### config.mk
export PLATFORM = sky130hd
export DESIGN_NAME = uart_tx_feeder
export DESIGN_NICKNAME = d
export VERILOG_FILES = /design/src/rtl/uart_tx_feeder.sv
export SDC_FILE = /design/constraint.sdc
export NUM_CORES = 1
export LEC_CHECK = 0
export ABC_AREA = 1
export ABC_CLOCK_PERIOD_IN_PS = 2300
export BUFFER_PORTS_ARGS = -buffer_cell sky130_fd_sc_hd__buf_2
export CAP_MARGIN = 15
export CORE_ASPECT_RATIO = 0.9
export CORE_MARGIN = 2
export CORE_UTILIZATION = 35
export CTS_CLUSTER_DIAMETER = 120
export DETAILED_ROUTE_END_ITERATION = 10
export SETUP_SLACK_MARGIN = 0.05
export SLEW_MARGIN = 0
export SYNTH_ARGS = -nofsm -noshare
export SYNTH_HDL_FRONTEND = slang
export SYNTH_SLANG_ARGS = --single-unit
### constraint.sdc
create_clock -name clk -period 2.3 [get_ports clk]
set_input_delay 0.575 -clock clk [delete_from_list [all_inputs] [get_ports clk]]
set_output_delay 0.575 -clock clk [all_outputs]
set_load 0.05 [all_outputs]
### src/rtl/uart_tx_feeder.sv
// uart_tx_feeder: memory-to-UART transmit engine.
//
// On an accepted start command the block reads `length` bytes starting at
// `baseAddr` through an arbiter-granted read port and hands them one at a
// time to a uart transmitter, pacing on the uart's tx_busy.
//
// Ports
//   clk          in   system clock
//   reset        in   synchronous, active-high reset
//   start        in   one-cycle start command, sampled only while idle
//   baseAddr     in   first memory address (latched on start)
//   length       in   number of bytes to send (latched on start)
//   busy         out  high whenever the FSM is not idle
//   done         out  one-cycle pulse at the end of a transfer
//   timeoutErr   out  sticky busy-timeout flag, cleared by the next start
//   memRead      out  memory read request
//   memAddress   out  read address (0 whenever memRead is low)
//   memGrant     in   arbiter grant for the current request
//   memReadData  in   read data, valid the cycle after memRead & memGrant
//   txData       out  byte presented to the uart
//   txEnable     out  one-cycle pulse starting a uart transmission
//   txBusy       in   uart tx_busy
//
// Build option
//   UART_TX_MARKER_STOP_EN  when defined, a byte equal to 8'h0c read from
//                           memory ends the transfer without being sent.
module uart_tx_feeder #(
  parameter int ADDR_WIDTH   = 8,
  parameter int LEN_WIDTH    = 8,
  parameter int BUSY_TIMEOUT = 16
) (
  input  logic                  clk,
  input  logic                  reset,
  input  logic                  start,
  input  logic [ADDR_WIDTH-1:0] baseAddr,
  input  logic [LEN_WIDTH-1:0]  length,
  output logic                  busy,
  output logic                  done,
  output logic                  timeoutErr,
  output logic                  memRead,
  output logic [ADDR_WIDTH-1:0] memAddress,
  input  logic                  memGrant,
  input  logic [7:0]            memReadData,
  output logic [7:0]            txData,
  output logic                  txEnable,
  input  logic                  txBusy
);

  localparam int TW = (BUSY_TIMEOUT > 2) ? $clog2(BUSY_TIMEOUT) : 1;
  // The timer holds the number of WAITBUSY cycles already spent. Leaving
  // WAITBUSY when it equals BUSY_TIMEOUT-2 places FINISH (and the error flag)
  // exactly BUSY_TIMEOUT cycles after the txEnable cycle.
  localparam logic [TW-1:0] TMO_LAST = TW'(BUSY_TIMEOUT - 2);
  localparam logic [7:0]    END_MARKER = 8'h0c;

  typedef enum logic [2:0] {
    S_IDLE,
    S_REQ,
    S_RDATA,
    S_WAITIDLE,
    S_SEND,
    S_WAITBUSY,
    S_WAITDONE,
    S_FINISH
  } state_t;

  state_t                state_q, state_d;
  logic [ADDR_WIDTH-1:0] addr_q, addr_d;
  logic [LEN_WIDTH-1:0]  cnt_q, cnt_d;
  logic [7:0]            txdata_q, txdata_d;
  logic [TW-1:0]         timer_q, timer_d;
  logic                  terr_q, terr_d;
  logic                  zdone_q, zdone_d;

  always_ff @(posedge clk) begin
    if (reset) begin
      state_q  <= S_IDLE;
      addr_q   <= '0;
      cnt_q    <= '0;
      txdata_q <= '0;
      timer_q  <= '0;
      terr_q   <= 1'b0;
      zdone_q  <= 1'b0;
    end else begin
      state_q  <= state_d;
      addr_q   <= addr_d;
      cnt_q    <= cnt_d;
      txdata_q <= txdata_d;
      timer_q  <= timer_d;
      terr_q   <= terr_d;
      zdone_q  <= zdone_d;
    end
  end

  always_comb begin
    state_d  = state_q;
    addr_d   = addr_q;
    cnt_d    = cnt_q;
    txdata_d = txdata_q;
    timer_d  = timer_q;
    terr_d   = terr_q;
    zdone_d  = 1'b0;

    case (state_q)
      S_IDLE: begin
        if (start) begin
          terr_d = 1'b0;
          if (length != '0) begin
            addr_d  = baseAddr;
            cnt_d   = length;
            state_d = S_REQ;
          end else begin
            // Empty transfer: acknowledge with done next cycle, stay idle.
            zdone_d = 1'b1;
          end
        end
      end

      S_REQ: begin
        if (memGrant) begin
          state_d = S_RDATA;
        end
      end

      S_RDATA: begin
`ifdef UART_TX_MARKER_STOP_EN
        if (memReadData == END_MARKER) begin
          state_d = S_FINISH;
        end else begin
          txdata_d = memReadData;
          state_d  = S_WAITIDLE;
        end
`else
        txdata_d = memReadData;
        state_d  = S_WAITIDLE;
`endif
      end

      S_WAITIDLE: begin
        if (!txBusy) begin
          state_d = S_SEND;
        end
      end

      S_SEND: begin
        timer_d = '0;
        state_d = S_WAITBUSY;
      end

      S_WAITBUSY: begin
        if (txBusy) begin
          state_d = S_WAITDONE;
        end else if (timer_q == TMO_LAST) begin
          terr_d  = 1'b1;
          state_d = S_FINISH;
        end else begin
          timer_d = timer_q + 1'b1;
        end
      end

      S_WAITDONE: begin
        if (!txBusy) begin
          addr_d = addr_q + 1'b1;
          cnt_d  = cnt_q - 1'b1;
          if (cnt_q == LEN_WIDTH'(1)) begin
            state_d = S_FINISH;
          end else begin
            state_d = S_REQ;
          end
        end
      end

      S_FINISH: begin
        state_d = S_IDLE;
      end

      default: begin
        state_d = S_IDLE;
      end
    endcase
  end

  // All outputs are decoded from registered state, so a reset edge clears
  // them together and cannot leave a stray txEnable/memRead/done behind.
  assign busy       = (state_q != S_IDLE);
  assign done       = (state_q == S_FINISH) || zdone_q;
  assign timeoutErr = terr_q;
  assign memRead    = (state_q == S_REQ);
  assign memAddress = memRead ? addr_q : '0;
  assign txData     = txdata_q;
  assign txEnable   = (state_q == S_SEND);

endmodule
* Word-level counts from Yosys, hierarchy flattened
Index checks and enable logic that the tools add are counted.
** Operators by class
- Reductions and logical operators :: 12
- $mul :: 0
- Shift operators :: 0
- Div/mod/pow operators :: 0
- Mux-type cells :: 26
- Add/sub/neg operators :: 3
- Eq/ne operators :: 18
- Bitwise gates (word level) :: 2
- $lt $le $gt $ge :: 0
** Operators with widths (number)
- $mux 8 :: 7
- $pmux 8 s2 :: 2
- $mux 3 :: 8
- $pmux 3 s8 :: 1
- $ne 2x2->1 const B :: 7
- $eq 3x3->1 const B :: 4
- $add 8x1->8 const B :: 1
- $eq 8x1->1 const B :: 1
- $mux 4 :: 2
- $pmux 4 s2 :: 1
- $reduce_and 4->1 :: 2
- $reduce_bool 8->1 :: 1
- $sub 8x1->8 const B :: 1
- $eq 3x2->1 const B :: 2
- $reduce_and 6->1 :: 1
- $reduce_bool 2->1 :: 3
- $add 4x1->4 const B :: 1
- $eq 4x4->1 const B :: 1
- $mux 1 :: 4
- $eq 3x1->1 const B :: 1
- $logic_not 3->1 :: 1
- $ne 3x3->1 const B :: 1
- $reduce_and 3->1 :: 1
- $reduce_bool 3->1 :: 1
- other kinds (5) :: 6
** Word-level totals
- Flip-flop bits (word level) :: 33
- Bits in read-only memories :: 0
- Memory bits (writable) :: 0
- Latch bits :: 0
- Memories kept :: 0
- Bits of input ports :: 29

* Longest topological paths before layout
- Depth after elaboration :: 4
- Depth in mapped cells :: 10
- Mapped depth without buffers :: 10

* Worst setup path before layout
OpenSTA, ideal clock, no wires.
- Path type :: reg-to-output
- From :: register state_q[1]
- To :: output port memAddress[0]
- Cell stages (with the launch flop) :: 4
- Arrival :: 1277 ps
- Slack :: 448 ps
- Path through :: dfxtp_1 inv_2 nand3_2 nor2_1
** Between the ends
- Cells in the longest elaborated chain, start to end :: 2
** Ends and longest elaborated chain
- start: declaration :: RTL line 67 : state_t state_q, state_d;
- start signal: assignment :: RTL line 85 : state_q <= state_d;
- $eq 3x1->1 :: RTL line 188 : assign memRead = (state_q == S_REQ);
- $mux 8 :: RTL line 189 : assign memAddress = memRead ? addr_q : '0;
- end: declaration :: RTL line 41 : output logic [ADDR_WIDTH-1:0] memAddress,
Every way passes these cells.

* Worst setup path after layout
- From :: register state_q[2]
- To :: output port memAddress[3]
Same word-level chain as after synthesis.

==> flow_metrics.env <==
export IMPL_core_area_mm2=0.00563
export IMPL_die_h_um=76.1
export IMPL_end_kind="output port"
export IMPL_cts_tree="done"
export IMPL_htree_levels=2
export IMPL_min_path_cells=2
export IMPL_final_nets=402
export IMPL_post_cts_buffers=0
export IMPL_reg2reg_slack_ps=630
export IMPL_finalSetupTns_ps=0
export IMPL_overflow=0
export IMPL_track_usage_pct=16.3
export IMPL_rsz0062_at_grt="no"
export IMPL_min_period_ps=2100
export IMPL_synthTopCellsByArea="dfxtp_1 33%, nand2_1 16%, nor2_1 9.3%"
export IMPL_ctsHoldBuffers=0
export IMPL_seqPwrFrac_pct=30.6
export IMPL_rr_endpoint="addr_q[2]"
export IMPL_critical_path_required_ps=1730
export IMPL_power_switching_uw=1560
export IMPL_path_max_fanout=15
export IMPL_dieArea_mm2=0.00639
export IMPL_grt_pass1_wl_um=8630
export IMPL_hold_ws_ps=460
export IMPL_synthAdderAreaFrac_pct=3.10
export IMPL_synthMuxAreaShare_pct=0
export IMPL_hold_start="txData[0]"
export IMPL_finalHoldViolCount=0
export IMPL_worstSkewPairLatency_ps=290
export IMPL_drtAntennaViolNets=0
export IMPL_drive_gt1_share_pct=21.1
export IMPL_p_int_uw=1510
export IMPL_synth_top_family_by_area="simple AND/OR/NAND/NOR gates"
export IMPL_grt_max_degree=20
export IMPL_min_delay_path_class="reg -> reg"
export IMPL_clkPwrFrac_pct=15.8
export IMPL_ys_top_cells_by_count="88 x nand2_1, 50 x nor2_1, 34 x nand3_1"
export IMPL_sw_frac_of_total_pct=50.8
export IMPL_core_rowCount=26
export IMPL_die_width_um=84.1
export IMPL_synth_flop_cell="dfxtp_1"
export IMPL_drcViolationCount=0
export IMPL_path_clk_slew_ps=70
export IMPL_num_vias=2094
export IMPL_antenna_found_initial=0
export IMPL_drt_iter0_drc=129
export IMPL_leakage_uw=0.00119
export IMPL_synthArstFlopShare_pct=0
export IMPL_avgSynthCellArea_um2=6.31
export IMPL_finClkSkew_ps=5.61
export IMPL_drv_slew=0
export IMPL_finalSetupViolCount=0
export IMPL_synth_nets=354
export IMPL_outcome="complete, no violations"
export IMPL_cts_max_path_buffers=2
export IMPL_io_pins=50
export IMPL_final_util_pct=42.8
export IMPL_n_fill_cell=624
export IMPL_clock_sinks=33
export IMPL_wirelength_um=5060
export IMPL_fmax_mhz=477
export IMPL_synth_compound_area_share_pct=13.3
export IMPL_worstMarginPinSlew_ps=485
export IMPL_synth_distinct_cells=33
export IMPL_place_gp_congestion=0.842
export IMPL_cp_start_kind="register"
export IMPL_powerDensity_mw_per_mm2=1280
export IMPL_antenna_cells=0
export IMPL_ir_drop_mv=0.683
export IMPL_min_to="txData[0]"
export IMPL_start_util_pct=35.9
export IMPL_yosysWarnings=0
export IMPL_grt_pass1_vias=1942
export IMPL_numPortBuffers=49
export IMPL_arrival_ps=1520
export IMPL_clock_root_buffer="clkbuf_8"
export IMPL_maxCapViolCount=0
export IMPL_ys_seq_elements=33
export IMPL_viasPerCell=4.77
export IMPL_dpl_hpwl_um=3700
export IMPL_netlist_instances=320
export IMPL_relSlewSlack_pct=67.6
export IMPL_r2r_start="state_q[0]"
export IMPL_synth_area_mm2=0.00202
export IMPL_path_class="reg -> out"
export IMPL_synth_simple_gate_area_share_pct=39.8
export IMPL_post_drt_wl_per_cell_um=11.5
export IMPL_synth_most_common_cell="nand2_1"
export IMPL_r2r_cells=7
export IMPL_synth_edf_count=0
export IMPL_synth_xor_xnor_area_share_pct=0.867
export IMPL_dr_pass1_iters=4
export IMPL_fin_crit_sh_pct=91.1
export IMPL_pwr_share_comb_pct=53.6
export IMPL_syn2layout_area_growth_pct=19.2
export IMPL_ys_seq_area_share_pct=32.7
export IMPL_cts_buffers=5
export IMPL_synth_top_area_share_pct=32.7
export IMPL_synth_top_area_cell="dfxtp_1"
==> worst max path at each step <==
stage / depth (start not counted) / end / slack, ps / from
after global routing: 4 / memAddress[4] / 80 / state_q[2]
final: 4 / memAddress[3] / 200 / state_q[2]
after global placement: 4 / memAddress[1] / 490 / state_q[2]
after detailed placement: 4 / memAddress[3] / 420 / state_q[2]
after floorplan: 3 / memAddress[0] / 450 / state_q[1]
after CTS: 4 / memAddress[3] / 100 / state_q[2]
==> layout make-up <==
type | count | area [µm²] | share of cell area, %
clock buffer | 7 | 96.3 | 4.00
clock inverter | 1 | 5.00 | 0.208
inverter | 35 | 131 | 5.46
multi-input combinational | 241 | 1160 | 48.1
sequential | 33 | 661 | 27.4
tap | 70 | 87.6 | 3.64
timing repair buffer | 52 | 268 | 11.1
==> what timing repair did <==
action	in CTS	in global routing
gates resized for setup	0	1
endpoints found under the setup margin	0	8
endpoints found under the hold margin	0	0
==> per-stage QoR <==
step | std cells | area [µm²] | total power (µW) | worst slack [ps]
5_1_grt | 439 | 2410 | 3370 | 84.9
3_5_place_dp | 431 | 2300 | 2590 | 421
3_3_place_gp | 431 | 2300 | 2570 | 487
2_1_floorplan | 320 | 2020 | 2280 | 448
4_1_cts | 439 | 2400 | 3080 | 100
6_report | 439 | 2410 | 3070 | 204
==> registers in the layout (all words and copies together), names as in the netlist <==
register    flops
zdone_q         1
state_q         3
timeoutErr      1
txData          8
addr_q          8
cnt_q           8
timer_q         4
==> critical path: stages (launching register included) <==
cell and delay [ps]:
dfxtp_1 360, inv_2 240, nand3_4 200, nor2_1 150
buf_2 280
==> layout by cell type, fill, tap and decap left out, types with 2 or more instances in the layout <==
cell type / n
nand2_2: 3
nor2_1: 50
dfxtp_1: 33
clkbuf_8: 7
nand3b_1: 2
nand4_1: 3
nand3_1: 34
buf_4: 3
or2_2: 2
a21oi_1: 21
o21ai_0: 17
ha_1: 5
buf_2: 49
nand2_1: 88
inv_2: 4
inv_1: 31
==> routing by layer <==
layer / vias to the layer above / routed length, µm / share of wire, % / GRT usage (%)
li1: 1115 / - / - / -
met1: 918 / 2590 / 51 / 23.0
met2: 53 / 2120 / 42 / 25.1
met3: 8 / 276 / 5.5 / 3.14
met4: 0 / 70 / 1.4 / 5.00
met5: - / 0 / 0 / 0
==> logic make-up after synthesis <==
| logic type | count (synthesis) |
|---|---|
| simple gates | 188 |
| compound gates | 46 |
| buf+inv | 46 |
| flops | 33 |
| fa+ha+maj | 5 |
| xor+xnor | 2 |
==> power by group through the flow <==
stage / combinational [µW] / sequential (µW) / clock (µW)
after floorplan: 1290 / 985 / 0
after detailed placement: 1640 / 948 / 0
after global placement: 1620 / 945 / 0
final: 1650 / 941 / 485
after CTS: 1650 / 936 / 499
after global routing: 1870 / 974 / 534
No activity file was read; power rests on OpenSTA's default activity.
